<file path="config.mk">
export PLATFORM = sky130hd
export DESIGN_NAME = conv_encoder_k
export DESIGN_NICKNAME = d
export VERILOG_FILES = /design/src/rtl/conv_encoder_k.sv
export SDC_FILE = /design/constraint.sdc
export NUM_CORES = 1
export LEC_CHECK = 0
export BUFFER_PORTS_ARGS = -buffer_cell sky130_fd_sc_hd__buf_2
export CORE_MARGIN = 2
export CORE_UTILIZATION = 56
export DETAILED_ROUTE_END_ITERATION = 10
export GPL_TIMING_DRIVEN = 0
export PLACE_DENSITY = 0.75
export RECOVER_POWER = 100
export SYNTH_ARGS = -nofsm -noshare
export SYNTH_HDL_FRONTEND = slang
export SYNTH_SLANG_ARGS = --single-unit
</file>
<file path="constraint.sdc">
create_clock -name clk -period 6.3 [get_ports clk]
set_input_delay 0.63 -clock clk [delete_from_list [all_inputs] [get_ports clk]]
set_output_delay 0.63 -clock clk [all_outputs]
set_load 0.005 [all_outputs]
</file>
<file path="src/rtl/conv_encoder_k.sv">
// Rate-1/2 feed-forward convolutional encoder with framed output: FRAME_LEN data symbols followed by
// K-1 zero-tail symbols, registered output that holds under backpressure, out_last on the final tail symbol.
module conv_encoder_k #(
   parameter int             K         = 3,
   parameter logic [K-1:0]   G0        = 3'b111,
   parameter logic [K-1:0]   G1        = 3'b101,
   parameter int             FRAME_LEN = 12
) (
   input  logic       clk,
   input  logic       rst,
   input  logic       in_bit,
   input  logic       in_valid,
   output logic       in_ready,
   output logic [1:0] out_sym,
   output logic       out_valid,
   input  logic       out_ready,
   output logic       out_last,
   output logic       busy
);

   typedef enum logic [1:0] {S_IDLE, S_DATA, S_TAIL, S_FLUSH} state_t;

   localparam logic [7:0] FLEN  = 8'(FRAME_LEN);
   localparam logic [2:0] TLAST = 3'(K - 2);

   state_t       state;
   logic [K-2:0] sr;
   logic [7:0]   cnt;
   logic [2:0]   tcnt;
   logic         free;
   logic         accept;
   logic         enc_u;
   logic [K-1:0] word;
   logic [1:0]   sym_next;

   // The output register may be loaded when it is empty or being drained this cycle.
   assign free     = !out_valid || out_ready;
   assign in_ready = !rst && (state == S_IDLE || state == S_DATA) && free;
   assign accept   = in_valid && in_ready;
   assign enc_u    = (state == S_TAIL) ? 1'b0 : in_bit;
   assign word     = {enc_u, sr};
   assign sym_next = {^(G0 & word), ^(G1 & word)};

   always_ff @(posedge clk or posedge rst) begin
      if (rst) begin
         state     <= S_IDLE;
         sr        <= '0;
         cnt       <= '0;
         tcnt      <= '0;
         out_sym   <= '0;
         out_valid <= 1'b0;
         out_last  <= 1'b0;
         busy      <= 1'b0;
      end else begin
         case (state)
            S_IDLE: begin
               if (accept) begin
                  out_sym   <= sym_next;
                  out_valid <= 1'b1;
                  out_last  <= 1'b0;
                  sr        <= {enc_u, sr[K-2:1]};
                  cnt       <= 8'd1;
                  tcnt      <= '0;
                  busy      <= 1'b1;
                  state     <= (FLEN == 8'd1) ? S_TAIL : S_DATA;
               end else if (free) begin
                  out_valid <= 1'b0;
               end
            end
            S_DATA: begin
               if (accept) begin
                  out_sym   <= sym_next;
                  out_valid <= 1'b1;
                  out_last  <= 1'b0;
                  sr        <= {enc_u, sr[K-2:1]};
                  cnt       <= cnt + 8'd1;
                  if (cnt + 8'd1 == FLEN) begin
                     tcnt  <= '0;
                     state <= S_TAIL;
                  end
               end else if (free) begin
                  out_valid <= 1'b0;
               end
            end
            S_TAIL: begin
               // Zero tail bits are injected internally; no input handshake takes place here.
               if (free) begin
                  out_sym   <= sym_next;
                  out_valid <= 1'b1;
                  sr        <= {enc_u, sr[K-2:1]};
                  tcnt      <= tcnt + 3'd1;
                  if (tcnt == TLAST) begin
                     out_last <= 1'b1;
                     state    <= S_FLUSH;
                  end else begin
                     out_last <= 1'b0;
                  end
               end
            end
            S_FLUSH: begin
               if (out_valid && out_ready) begin
                  out_valid <= 1'b0;
                  out_last  <= 1'b0;
                  busy      <= 1'b0;
                  state     <= S_IDLE;
               end
            end
            default: state <= S_IDLE;
         endcase
      end
   end

endmodule

</file>
* Word level (Yosys, flattened, before mapping) *
Cells that the tools add are included.

operators by class
  reductions and logical operators = 23
  shift operators = 0
  eq/ne operators = 13
  divide/modulo/power cells = 0
  $mul = 0
  $add $sub $neg = 2
  $lt $le $gt $ge = 0
  multiplexer cells = 33
  bitwise gates (word level) = 0

operators with widths
  kind                   count
  $mux W2                10
  $mux W8                2
  $pmux W8 S2            1
  $reduce_and A3 Y1      5
  $mux W3                4
  $mux W1                9
  $pmux W3 S3            1
  $add A8 B1 Y8 const B  1
  $eq A8 B4 Y1 const B   1
  $ne A2 B2 Y1 const B   4
  $pmux W2 S2            2
  $pmux W2 S4            1
  $ne A2 B1 Y1 const B   3
  $pmux W1 S3            2
  $reduce_and A6 Y1      1
  $reduce_bool A2 Y1     3
  $reduce_xor A3 Y1      2
  $reduce_and A5 Y1      1
  $eq A2 B2 Y1 const B   2
  $logic_and A1 B1 Y1    4
  $add A3 B1 Y3 const B  1
  $eq A3 B1 Y1 const B   1
  $ne A3 B1 Y1 const B   1
  $reduce_bool A3 Y1     1
  6 further kinds        8

storage, ports and cells
  bits in writable memories = 0
  bits in registers = 20
  memories kept = 0
  logic and storage cells = 79
  bits in read-only memories = 0
  latch bits = 0
  output and inout bits = 6
  input bits = 5

* Logic depth before layout (Yosys ltp) *
Gate-level depths: netlist (run 1).

  depth after elaboration = 7
  gate-level depth with buffers = 9
  mapped depth without buffers = 7

* Worst setup path before layout (run 1) *
Ideal clock, no wire load.

  path kind = register to register
  from = register cnt[0]
  to = register state[0]
  setup time = 0.129 ns
  stages on the path, launching flop included = 8
  arrival time = 2.045 ns
  buffers on the path = 1
  path slack = 4.126 ns
  clock period less this slack = 2.174 ns
  required time = 6.171 ns
  cells stage by stage = dfrtp_1 > ha_1 > xor2_1 > nand3b_1 > or4_4 > buf_6 > o21a_1 > o41a_1

on the way
  cells in the longest elaborated chain, start to end = 4

ends and longest elaborated chain
  what                                line  source
  from (decl)                         28    logic [7:0] cnt;
  from (signal assigned)              76    cnt <= cnt + 8'd1;
  $add A8 B1 Y8                       77    if (cnt + 8'd1 == FLEN) begin
  $eq A8 B4 Y1                        77
  $ne A2 B1 Y1 (no source line)       --
  $reduce_and A6 Y1 (no source line)  --
  to (signal assigned)                65    state <= (FLEN == 8'd1) ? S_TAIL : S_DATA;
  to (decl)                           26    state_t state;

Every way passes these cells.
A chain may end at the register's enable or synchronous reset.

* Worst setup path after layout (run 1) *
Ends and elaborated chain as after synthesis.

==> results by group, run 1 <==
Status
  – Status: complete, no violations

Critical path
  – Setup CP Type: reg2reg
  – Worst path bufs/invs: 1
  – Critical path startpoint category: flop
  – Req. time, crit path: 6.49 ns
  – CP Cell Sequence: ha_1, xor2_1, nand3b_1, or4_1, clkbuf_1, o21a_1, o41a_1
  – Critical-path top delay cell: or4_1
  – Worst EP arrival: 2.67 ns
  – Crit path capture type: flop
  – Max incr delay on CP: 0.49 ns
  – Worst Path Max Fanout: 8
  – CP delay by family, top: compound AO/OA/AOI/OAI gates

Logic synthesis
  – Syn Area/Cell: roughly 9.1 µm²
  – Synthesized net count: 160
  – Ys async rst share: 100%
  – Post-synthesis mux area share: 1.71%
  – Synth Area in XOR/XNOR: 3.33%
  – Post-Synth Simple-Gate Area: 20.7%
  – Cells after Synth: 145
  – Adder-cell share of the synthesized area: 9.51%
  – Synth unique cells: 39
  – Register bit total from synthesis: 20
  – Top post-synthesis cells by area: dfrtp_1, ha_1, o21ai_0
  – Post-synthesis compound-gate area fraction: a little over a fifth
  – Largest family of logic cells by synthesized area: compound AO/OA/AOI/OAI gates
  – Largest area contributor in the netlist: dfrtp_1
  – Top cell type's share of synthesized area: 38.0%
  – Synth Warn #: 0
  – Top FF cell, synth: dfrtp_1
  – Sequential cell area fraction in the yosys report: approximately two fifths
  – Number of synthesized flops with an enable pin: 0
  – Syn Std Cell Area: between 1000 and 1500 µm²

Placement
  – DP Area: 1400 µm²
  – IO buf count: 10
  – Gpl congestion: 0.833
  – HPWL Detailed: 1.99 mm

Pwr
  – Combinational power share: 50.0%
  – Power per cell area: around 480 nW/µm²
  – Switching power total: slightly below 300 µW
  – Sw Share: 43.1%
  – Final Power: 687 µW
  – Peak VDD IR: 0.299 mV
  – Clock network power share: 15.3%
  – Static Leakage: 0.660 nW
  – Sequential share of power: a little over a third
  – Internal Pwr Total: 391 µW

Final layout
  – Final Util: 65.0%
  – P&R area growth vs syn: 9.32%
  – Area occupied by multi-input gates: 744 µm²
  – Register Area: 500 µm²
  – Fin nets: ~180
  – Layout cells sized above 1: under 10%
  – Fillcell total: 193
  – Final Instance Area: between 1000 and 1500 µm²
  – Ant diodes: 0

Clocking
  – Clk root buf: clkbuf_4
  – H-tree depth: 1
  – Hold_buf cts: 0
  – Clock sinks: 20
  – CTS Buf Count: 3
  – Clk slew on worst S/H paths: 0.12 ns
  – Bufs on Longest Clock Path: 2
  – Post-cts sizing count: 0
  – TritonCTS clock tree: done
  – Clk_lat worst skew: 0.30 ns
  – Post-CTS Setup Bufs: 0

STA
  – FMAX: 403 MHz
  – RSZ-0062 raised after global routing: no
  – Fin. Hold Viols: 0
  – Final Max Slew Viols: 0
  – Tmin final: 2.48 ns
  – Worst Max-Slew Pin Slew: 0.800 ns
  – Final Cycle Share: 39.4%
  – Clk_skew: between 0.007 and 0.008 ns
  – Relative slew slack: a little under half
  – Setup TNS: 0 ns
  – Setup-failing EPs final: 0

Die
  – Row cnt: 17
  – Die width: 52.5 µm
  – Starting Density: 59.5%
  – # IOs: 11
  – Die ar.: 2750 µm²
  – Core Box Area: 2210 µm²
  – Die height: 52.5 µm

Route
  – Per-cell routed wire length: between 10 and 15 µm
  – Via density: 6.11
  – DRT Wirelength: 2.68 mm
  – Initial DRT Pass Iterations: 5
  – # DRC: 0
  – Via count: 1142
  – ANT nets after route: 0
  – Iter 0 DRT Violations: 40

Min path
  – Class of the worst hold path: reg2reg

Global route
  – Initial antenna violation count: 0
  – Routing usage on met3: 2.57%
  – Largest net degree at the start of global routing: 21
  – First-pass GRT wire length: ~4.3 mm
  – Number of global-route vias before repair: between 900 and 1000
  – M1 GR Usage: 28.0%
  – GR Overflow Total: 0
  – Total track usage: 21.0%
  – Gr busiest metal: met2
  – GR Layer Usage met2: 35.0%

Job
  – Max cap viols: 0
[kinds of logic after synthesis]
kind of cell             after synthesis
adder cells (fa/ha/maj)               10
buffers and inverters                 16
AND/OR/NAND/NOR                       52
flip-flops                            20
AO/OA/AOI/OAI                         40
multiplexers                           2
XOR/XNOR                               5
[metrics by stage]
stage	hold WS, ns	worst slack (ns)	instances
finish	0.486	3.82	187
global route	0.522	3.73	187
CTS	0.495	3.93	187
detailed placement	0.466	3.96	183
global placement	0.457	4.00	183
floorplan	0.471	4.13	145
[cell usage in the layout, fill, tap and decap left out, types with 2 or more instances in the layout]
cell	netlist	layout
o21a_1	2	2
buf_2	0	7
nor3_1	4	4
ha_1	10	10
a21o_1	2	2
or4_1	1	2
o221ai_1	2	2
nand2_1	13	13
and3_1	2	2
o21ai_0	12	12
inv_1	9	9
a211o_1	2	2
dfrtp_1	20	20
o41a_1	2	2
and2_1	2	2
mux2_2	2	2
nor2b_1	2	2
nor2_1	7	7
nand3b_1	2	2
nor4_1	3	3
a221o_1	2	2
clkbuf_1	6	10
xor2_1	4	4
a21oi_1	5	5
clkbuf_4	0	3
nand3_1	7	7
o31ai_1	4	4
nand2b_1	5	5
[final timing paths]
kind,startpoint,to,slack [ns],cells after the start
max reg2reg,cnt[0],state[0],3.82,7
min,out_sym[1],out_sym[1],0.49,2
max,cnt[0],state[0],3.82,7
min reg2reg,out_sym[1],out_sym[1],0.49,2
max in group asynchronous,rst,cnt[7],5.29,2
min in group asynchronous,rst,out_valid,0.51,2
[synth_stat cells, drive strengths merged, types with 2 or more instances]
library cell and count:
dfrtp 20, nand2 13, o21ai 12, ha 10
inv 9, nand3 7, nor2 7, clkbuf 6
a21oi 5, nand2b 5, nor3 4, o31ai 4
xor2 4, nor4 3, a211o 2, a21o 2
a221o 2, and2 2, and3 2, mux2 2
nand3b 2, nor2b 2, o21a 2, o221ai 2
o41a 2, or4 2
[power by group through the flow]
stage / logic, mW / registers [mW] / clock network, mW
global route: 0.391 / 0.246 / 0.112
CTS: 0.344 / 0.237 / 0.108
detailed placement: 0.341 / 0.241 / 0
global placement: 0.330 / 0.235 / 0
finish: 0.344 / 0.238 / 0.105
floorplan: 0.264 / 0.228 / 0
[worst min-delay path, cell delays in order (launching register included)]
cell and delay, ns:
dfrtp_1 0.36, nand2_1 0.04, o21ai_0 0.05
[metal layers]
layer	wire (µm)	vias to the layer above	share of wire, %
li1	-	557	-
met1	1270	555	47
met2	1320	28	49
met3	79	2	2.9
met4	12	0	0.45
met5	0	-	0
[flip-flops by register name, summed over array words and instances, names as in the netlist]
register   cells
sr             2
out_last       1
busy           1
tcnt           3
out_sym        2
cnt            8
out_valid      1
state          2
[area by class of cell]
class                      instances  area share [%]
buffer                             7            1.83
clock buffer                       3            1.57
clock inverter                     1            2.09
inverter                           9            2.35
multi-input combinational        109            51.7
sequential                        20            34.8
tap                               28            2.43
timing repair buffer              10            3.22
No activity file was read; power rests on OpenSTA's default activity.
==> run 2, diff against run 1 <==
- ABC_AREA: unset -> 1
- PLACE_DENSITY: 0.75 -> 0.76
- clock period: 6.3 -> 2.6 ns (I/O delays scaled with it)
==> run 2 against run 1 <==
- non-clock buffer count down 5
- clock skew grew 0.0010 ns
- routed wire length is 12% lower
- sequential power increased by 120%
- critical path depth increased by 5
- via count shrank 6.2%
- combinational power rose by 110%
- count of clock-buffer cells in the layout increased by 1
- cell area is 3.7% lower
- first-iteration DRC count shrank 33%
- clock power increased by 77%
- critical path type unchanged
==> results by group, run 2 <==
Status
  – Status: complete, no violations

Placement
  – Placed Cells: 202 (+10%)
  – IO buf count: 10 (unchanged)
  – Setup WS pre-CTS: 0.732 ns (-3.23 ns)
  – HPWL Detailed: 1.77 mm (-11%)
  – Gpl congestion: 0.763 (-8.5%)

Logic synthesis
  – Number of synthesized flops with an enable pin: 0 (unchanged)
  – Synthesized net count: 179 (+12%)
  – Sequential cell area fraction in the yosys report: 38.9% (+0.89 points)
  – Synth unique cells: 26 (-33%)
  – Top FF cell, synth: dfrtp_1
  – Ys async rst share: 100% (unchanged)
  – Register bit total from synthesis: 20 (unchanged)
  – Cells after Synth: 164 (+13%)
  – Top post-synthesis cells by area: dfrtp_1, nand2_1, ha_1
  – Largest area contributor in the netlist: dfrtp_1
  – Top post-synthesis cells by count: nand2_1, dfrtp_1, inv_1
  – Syn Std Cell Area: 1290 µm² (-2.3%)
  – Top-count cell post-synth: nand2_1
  – Top cell type's share of synthesized area: 38.9% (+0.89 points)
  – Synth Warn #: 0 (unchanged)
  – Syn Area/Cell: 7.84 µm² (-14%)

Clocking
  – CTS Buf Count: 3 (unchanged)
  – Clock sinks: 20 (unchanged)
  – Post-CTS Setup Bufs: 0 (unchanged)
  – Hold_buf cts: 0 (unchanged)
  – Clk_lat worst skew: 0.31 ns (about the same)
  – H-tree depth: 1 (unchanged)
  – Clk slew on worst S/H paths: 0.12 ns (about the same)
  – Bufs on Longest Clock Path: 2 (unchanged)
  – Post-cts sizing count: 0 (unchanged)
  – Clk root buf: clkbuf_4
  – TritonCTS clock tree: done

Route
  – Iter 0 DRT Violations: 27 (-33%)
  – # DRC: 0 (unchanged)
  – Per-cell routed wire length: 11.5 µm (-20%)
  – Initial DRT Pass Iterations: 4 (-1)
  – ANT nets after route: 0 (unchanged)
  – DRT Wirelength: 2.37 mm (-12%)
  – Via density: 5.20 (-15%)
  – Via count: 1071 (-6.2%)

Final layout
  – Commonest non-fill, non-tap cells in the layout: nand2_1, inv_1, dfrtp_1
  – Non-Filler Instances: 206 (+10%)
  – Largest registers: cnt x8, tcnt x3
  – Largest reg by FF count: cnt
  – Fillcell total: 206 (+6.7%)
  – Fin nets: 194 (+11%)
  – Area occupied by multi-input gates: 661 µm² (-11%)
  – P&R area growth vs syn: 7.78%
  – Register Area: 500 µm² (unchanged)
  – Most common cell after layout, fill and taps aside: nand2_1
  – Layout cells sized above 1: 14.6% (+5.8 points)
  – Ant diodes: 0 (unchanged)
  – Number of flip-flops in the largest register: 8 (unchanged)

STA
  – Final Cycle Share: 81.6% (+42 points)
  – Worst Max-Slew Pin Slew: 0.780 ns (-0.0192 ns)
  – Final Max Slew Viols: 0 (unchanged)
  – RSZ-0062 raised after global routing: no
  – FMAX: 472 MHz (+17%)
  – Tmin final: 2.12 ns (-0.360 ns)
  – Relative slew slack: 47.9% (+1.3 points)
  – Setup-failing EPs final: 0 (unchanged)
  – Clk_skew: 0.00877 ns (+0.00104 ns)
  – Fin. Hold Viols: 0 (unchanged)
  – Setup TNS: 0 ns (unchanged)
  – Final WS setup: 0.480 ns (-3.34 ns)

Min path
  – Class of the worst hold path: in2async

Die
  – Core Box Area: 2190 µm² (-0.96%)
  – Die ar.: 2700 µm² (-2.1%)
  – Die height: 51.9 µm (-1.1%)
  – Starting Density: 58.7% (-0.79 points)
  – Row cnt: 17 (unchanged)
  – # IOs: 11 (unchanged)
  – Die width: 51.9 µm (-1.1%)

Pwr
  – Static Leakage: 0.717 nW (+8.6%)
  – Power per cell area: 1040 nW/µm² (+120%)
  – Final Power: 1.44 mW (+110%)
  – Peak VDD IR: 0.655 mV (+120%)

Critical path
  – Number of stages on the worst setup path: 12 (+5)
  – Critical path startpoint category: flop
  – Crit path capture type: flop
  – Most frequent cell on the critical path: nand2_1
  – CP Cell Sequence: inv_1, ha_1, buf_6, nor2_4, nor3_1, nand2_4, nand2_1, nand3_4, clkinv_4, nand2_2, nand2_1, nand2_1
  – Worst path bufs/invs: 3 (+2)
  – Worst EP arrival: 2.33 ns (-0.34 ns)
  – CP delay by family, top: simple AND/OR/NAND/NOR gates
  – Req. time, crit path: 2.81 ns (-3.68 ns)
  – Worst R2R Path Depth: 12 (+5)
  – Worst Path Max Fanout: 8 (unchanged)
  – Setup CP Type: reg2reg
  – Max incr delay on CP: 0.47 ns (-0.02 ns)
  – Critical-path top delay cell: dfrtp_1

Global route
  – Number of global-route vias before repair: 967 (-1.9%)
  – Largest net degree at the start of global routing: 21 (unchanged)
  – First-pass GRT wire length: 4.04 mm (-6.4%)
  – Initial antenna violation count: 0 (unchanged)
  – Total track usage: 20.5% (-0.53 points)
  – GR Overflow Total: 0 (unchanged)

Job
  – Max cap viols: 0 (unchanged)
==> run 2: per-stage QoR <==
stage	hold slack, ns	area, µm²	utilization, %
3_3_place_gp	0.459	1370	62.6
6_report	0.0692	1390	63.3
3_5_place_dp	0.470	1370	62.6
4_1_cts	0.120	1410	64.2
5_1_grt	0.130	1390	63.3
2_1_floorplan	0.224	1290	-
==> run 2: cell type report <==
type                       count  share of cell area [%]
buffer                         2                    1.35
clock buffer                   4                    2.62
inverter                      22                    6.32
multi-input combinational    120                    47.7
sequential                    20                    36.1
tap                           28                    2.53
timing repair buffer          10                    3.43
==> run 2: path summary, 6_finish.rpt <==
path / start / to / slack [ns]
setup / recovery: state[1] / tcnt[1] / 0.48
hold / removal: rst / cnt[2] / 0.07
setup reg to reg: state[1] / tcnt[1] / 0.48
hold reg to reg: busy / busy / 0.50
max in group asynchronous: rst / out_last / 2.04
min in group clk: in_bit / sr[1] / 0.24
==> run 2: cells by family (layout without fill, tap and decap cells) <==
| group | Yosys count | count (layout) | share of synthesized area [%] |
|---|---|---|---|
| xor gates and xnor gates | 3 | 3 | 2.04 |
| AOI/OAI and AO/OA | 18 | 18 | 7.39 |
| DFF | 20 | 20 | 38.9 |
| and+or+nand+nor | 89 | 89 | 33.7 |
| buffers and inverters | 24 | 38 | 8.27 |
| adders and majority gates | 10 | 10 | 9.73 |
==> run 2: metal layers <==
layer,global-route usage (%),up-vias,part of all wire (%),routed length [µm]
li1,-,554,-,-
met1,25.3,486,45,1070
met2,34.4,25,49,1160
met3,5.17,6,3.8,91
met4,7.46,0,2.0,47
met5,0,-,0,0
==> run 2: power by group <==
group | total [mW] | internal [mW] | switching, mW
Combinational | 0.730 | 0.276 | 0.455
Sequential | 0.521 | 0.416 | 0.105
Clock | 0.186 | 0.0857 | 0.100
Total | 1.44 | 0.777 | 0.660
==> run 3, diff against run 2 <==
- CORE_UTILIZATION: 56 -> 52
- PLACE_DENSITY: 0.76 -> 0.74
- clock period: 2.6 -> 1.8 ns (I/O delays scaled with it)
==> run 3 against run 2 <==
- cell area up 8.7%
- sequential share of layout area down 2.5 points
- power up 60%
- largest cell class unchanged
- largest power group unchanged
- highest routed layer unchanged
==> results by group, run 3 (same netlist as run 2, synthesis figures left out) <==
Global route
  – Routing usage on met3: 5.83% (+0.66 points)
  – Largest net degree at the start of global routing: 21 (unchanged)
  – Initial antenna violation count: 0 (unchanged)
  – GR Layer Usage met2: 32.3% (-2.1 points)
  – M1 GR Usage: 22.7% (-2.6 points)
  – Number of global-route vias before repair: 935 (-3.3%)
  – Gr busiest metal: met2
  – First-pass GRT wire length: 3.88 mm (-4.1%)
  – Total track usage: 18.5% (-2.0 points)
  – GR Overflow Total: 0 (unchanged)

Final layout
  – Fin nets: 204 (+5.2%)
  – P&R area growth vs syn: 17.1%
  – Largest reg by FF count: cnt
  – Final Instance Area: 1510 µm² (+8.7%)
  – Layout cells sized above 1: 24.1% (+9.5 points)
  – Ant diodes: 0 (unchanged)
  – Largest registers: cnt x8, tcnt x3
  – Most common cell after layout, fill and taps aside: nand2_1
  – Commonest non-fill, non-tap cells in the layout: nand2_1, inv_1, dfrtp_1
  – Final Util: 62.5% (-0.77 points)
  – Number of flip-flops in the largest register: 8 (unchanged)

STA
  – Fin. Hold Viols: 0 (unchanged)
  – Relative slew slack: 49.7% (+1.8 points)
  – Clk_skew: 0.00948 ns (+0.000703 ns)
  – Setup TNS: 0 ns (unchanged)
  – Final Max Slew Viols: 0 (unchanged)
  – Worst Max-Slew Pin Slew: 0.754 ns (-0.0263 ns)
  – Final Cycle Share: 94.5% (+13 points)
  – Tmin final: 1.70 ns (-0.420 ns)
  – Setup-failing EPs final: 0 (unchanged)
  – Hold WS: 0.0348 ns (-0.0344 ns)
  – FMAX: 588 MHz (+25%)

Critical path
  – Critical-path top delay cell: dfrtp_2
  – Req. time, crit path: 1.99 ns (-0.82 ns)
  – CP startpoint: state[1]
  – CP Cell Sequence: inv_2, ha_4, buf_6, nor2_4, nor3_4, nand2_4, nand2_4, nand2_2, nor2_4, nand2_1, nand2_1, nand2_1
  – Crit path to: state[1]
  – R2R Path End: state[1]
  – Worst EP arrival: 1.89 ns (-0.44 ns)
  – Reg2Reg Setup Slack: 0.1 ns (-0.38 ns)
  – Worst R2R Path Depth: 12 (unchanged)
  – RR Startpoint: state[1]
  – Critical path startpoint category: flop
  – Setup CP Type: reg2reg
  – Worst Path Max Fanout: 4 (-4)
  – Crit path capture type: flop
  – Most frequent cell on the critical path: nand2_1
  – Max incr delay on CP: 0.42 ns (-0.05 ns)

Die
  – Row cnt: 18 (+1)
  – Core Box Area: 2410 µm² (+10%)
  – Starting Density: 53.4% (-5.3 points)
  – Die height: 53.7 µm (+3.5%)
  – # IOs: 11 (unchanged)
  – Die width: 53.7 µm (+3.5%)
  – Die ar.: 2890 µm² (+7.1%)

Pwr
  – Power per cell area: 1530 nW/µm² (+47%)
  – Peak VDD IR: 1.08 mV (+65%)
  – Static Leakage: 0.749 nW (+4.5%)

Route
  – ANT nets after route: 0 (unchanged)
  – Per-cell routed wire length: 11.8 µm (+3.1%)
  – Initial DRT Pass Iterations: 4 (unchanged)
  – Via density: 5.06 (-2.6%)
  – DRT Wirelength: 2.57 mm (+8.6%)
  – Via count: 1099 (+2.6%)
  – Iter 0 DRT Violations: 32 (+19%)
  – # DRC: 0 (unchanged)

Placement
  – Gpl congestion: 0.761 (-0.16%)
  – HPWL Detailed: 1.67 mm (-5.8%)
  – IO buf count: 10 (unchanged)
  – DP Area: 1370 µm² (+0.18%)

Clocking
  – TritonCTS clock tree: done
  – Clk root buf: clkbuf_4
  – H-tree depth: 1 (unchanged)
  – Bufs on Longest Clock Path: 2 (unchanged)
  – Hold_buf cts: 0 (unchanged)
  – CTS Buf Count: 3 (unchanged)
  – Clk_lat worst skew: 0.30 ns (about the same)
  – Clk slew on worst S/H paths: 0.11 ns (about the same)
  – Clock sinks: 20 (unchanged)

Status
  – Status: complete, no violations

Job
  – Max cap viols: 0 (unchanged)

Min path
  – Class of the worst hold path: in2async
-- run 3: worst min path at each step --
stage	start	endpoint	slack (ns)	depth (start not counted)
after CTS	rst	cnt[1]	0.06	2
after floorplan	rst	busy	0.14	1
after global routing	rst	cnt[1]	0.11	2
after detailed placement	rst	out_valid	0.39	2
after global placement	rst	out_valid	0.38	2
final	rst	cnt[3]	0.03	2
-- run 3: area by class of cell --
type | instances | area (µm²)
Clock buffer | 3 | 22.5
Timing Repair Buffer | 20 | 118
Sequential cell | 20 | 505
Multi-Input combinational cell | 120 | 717
Inverter | 22 | 87.6
Fill cell | 206 | 903
Tap cell | 30 | 37.5
Buffer | 2 | 18.8
-- run 3: report_power, final --
part | switching (mW) | total (mW) | leakage, nW | internal [mW]
Clock | 0.133 | 0.210 | 0.0138 | 0.0780
Combinational | 0.773 | 1.34 | 0.478 | 0.564
Sequential | 0.144 | 0.753 | 0.257 | 0.609
-- run 3: timing repair --
item / 4_1_cts / 5_1_grt
gates resized for setup: 1 / 12
pin swaps: 0 / 3
cloned: 0 / 0
setup endpoints to repair: 6 / 10
setup buffers: 1 / 9
-- run 3: metal layers --
metal	vias to the layer above	part of all wire, %
met5	-	0
met4	0	1.2
met3	4	2.9
met2	22	52
met1	510	44
li1	563	-
-- run 3: critical path: cells and delay by family, from the launching register on --
family                   cells  cell delay, ns
buffers and inverters        2            0.21
AND/OR/NAND/NOR              9            0.82
flip-flops                   1            0.42
adder cells (fa/ha/maj)      1            0.14
-- run 3: metrics by stage --
step           instances  total power [mW]  worst slack [ns]
2_1_floorplan        164              1.61             0.127
3_3_place_gp         204              1.81            0.0215
3_5_place_dp         204              1.86           -0.0376
4_1_cts              208              2.09            0.0150
5_1_grt              217              2.51          -0.00870
6_report             217              2.30            0.0998
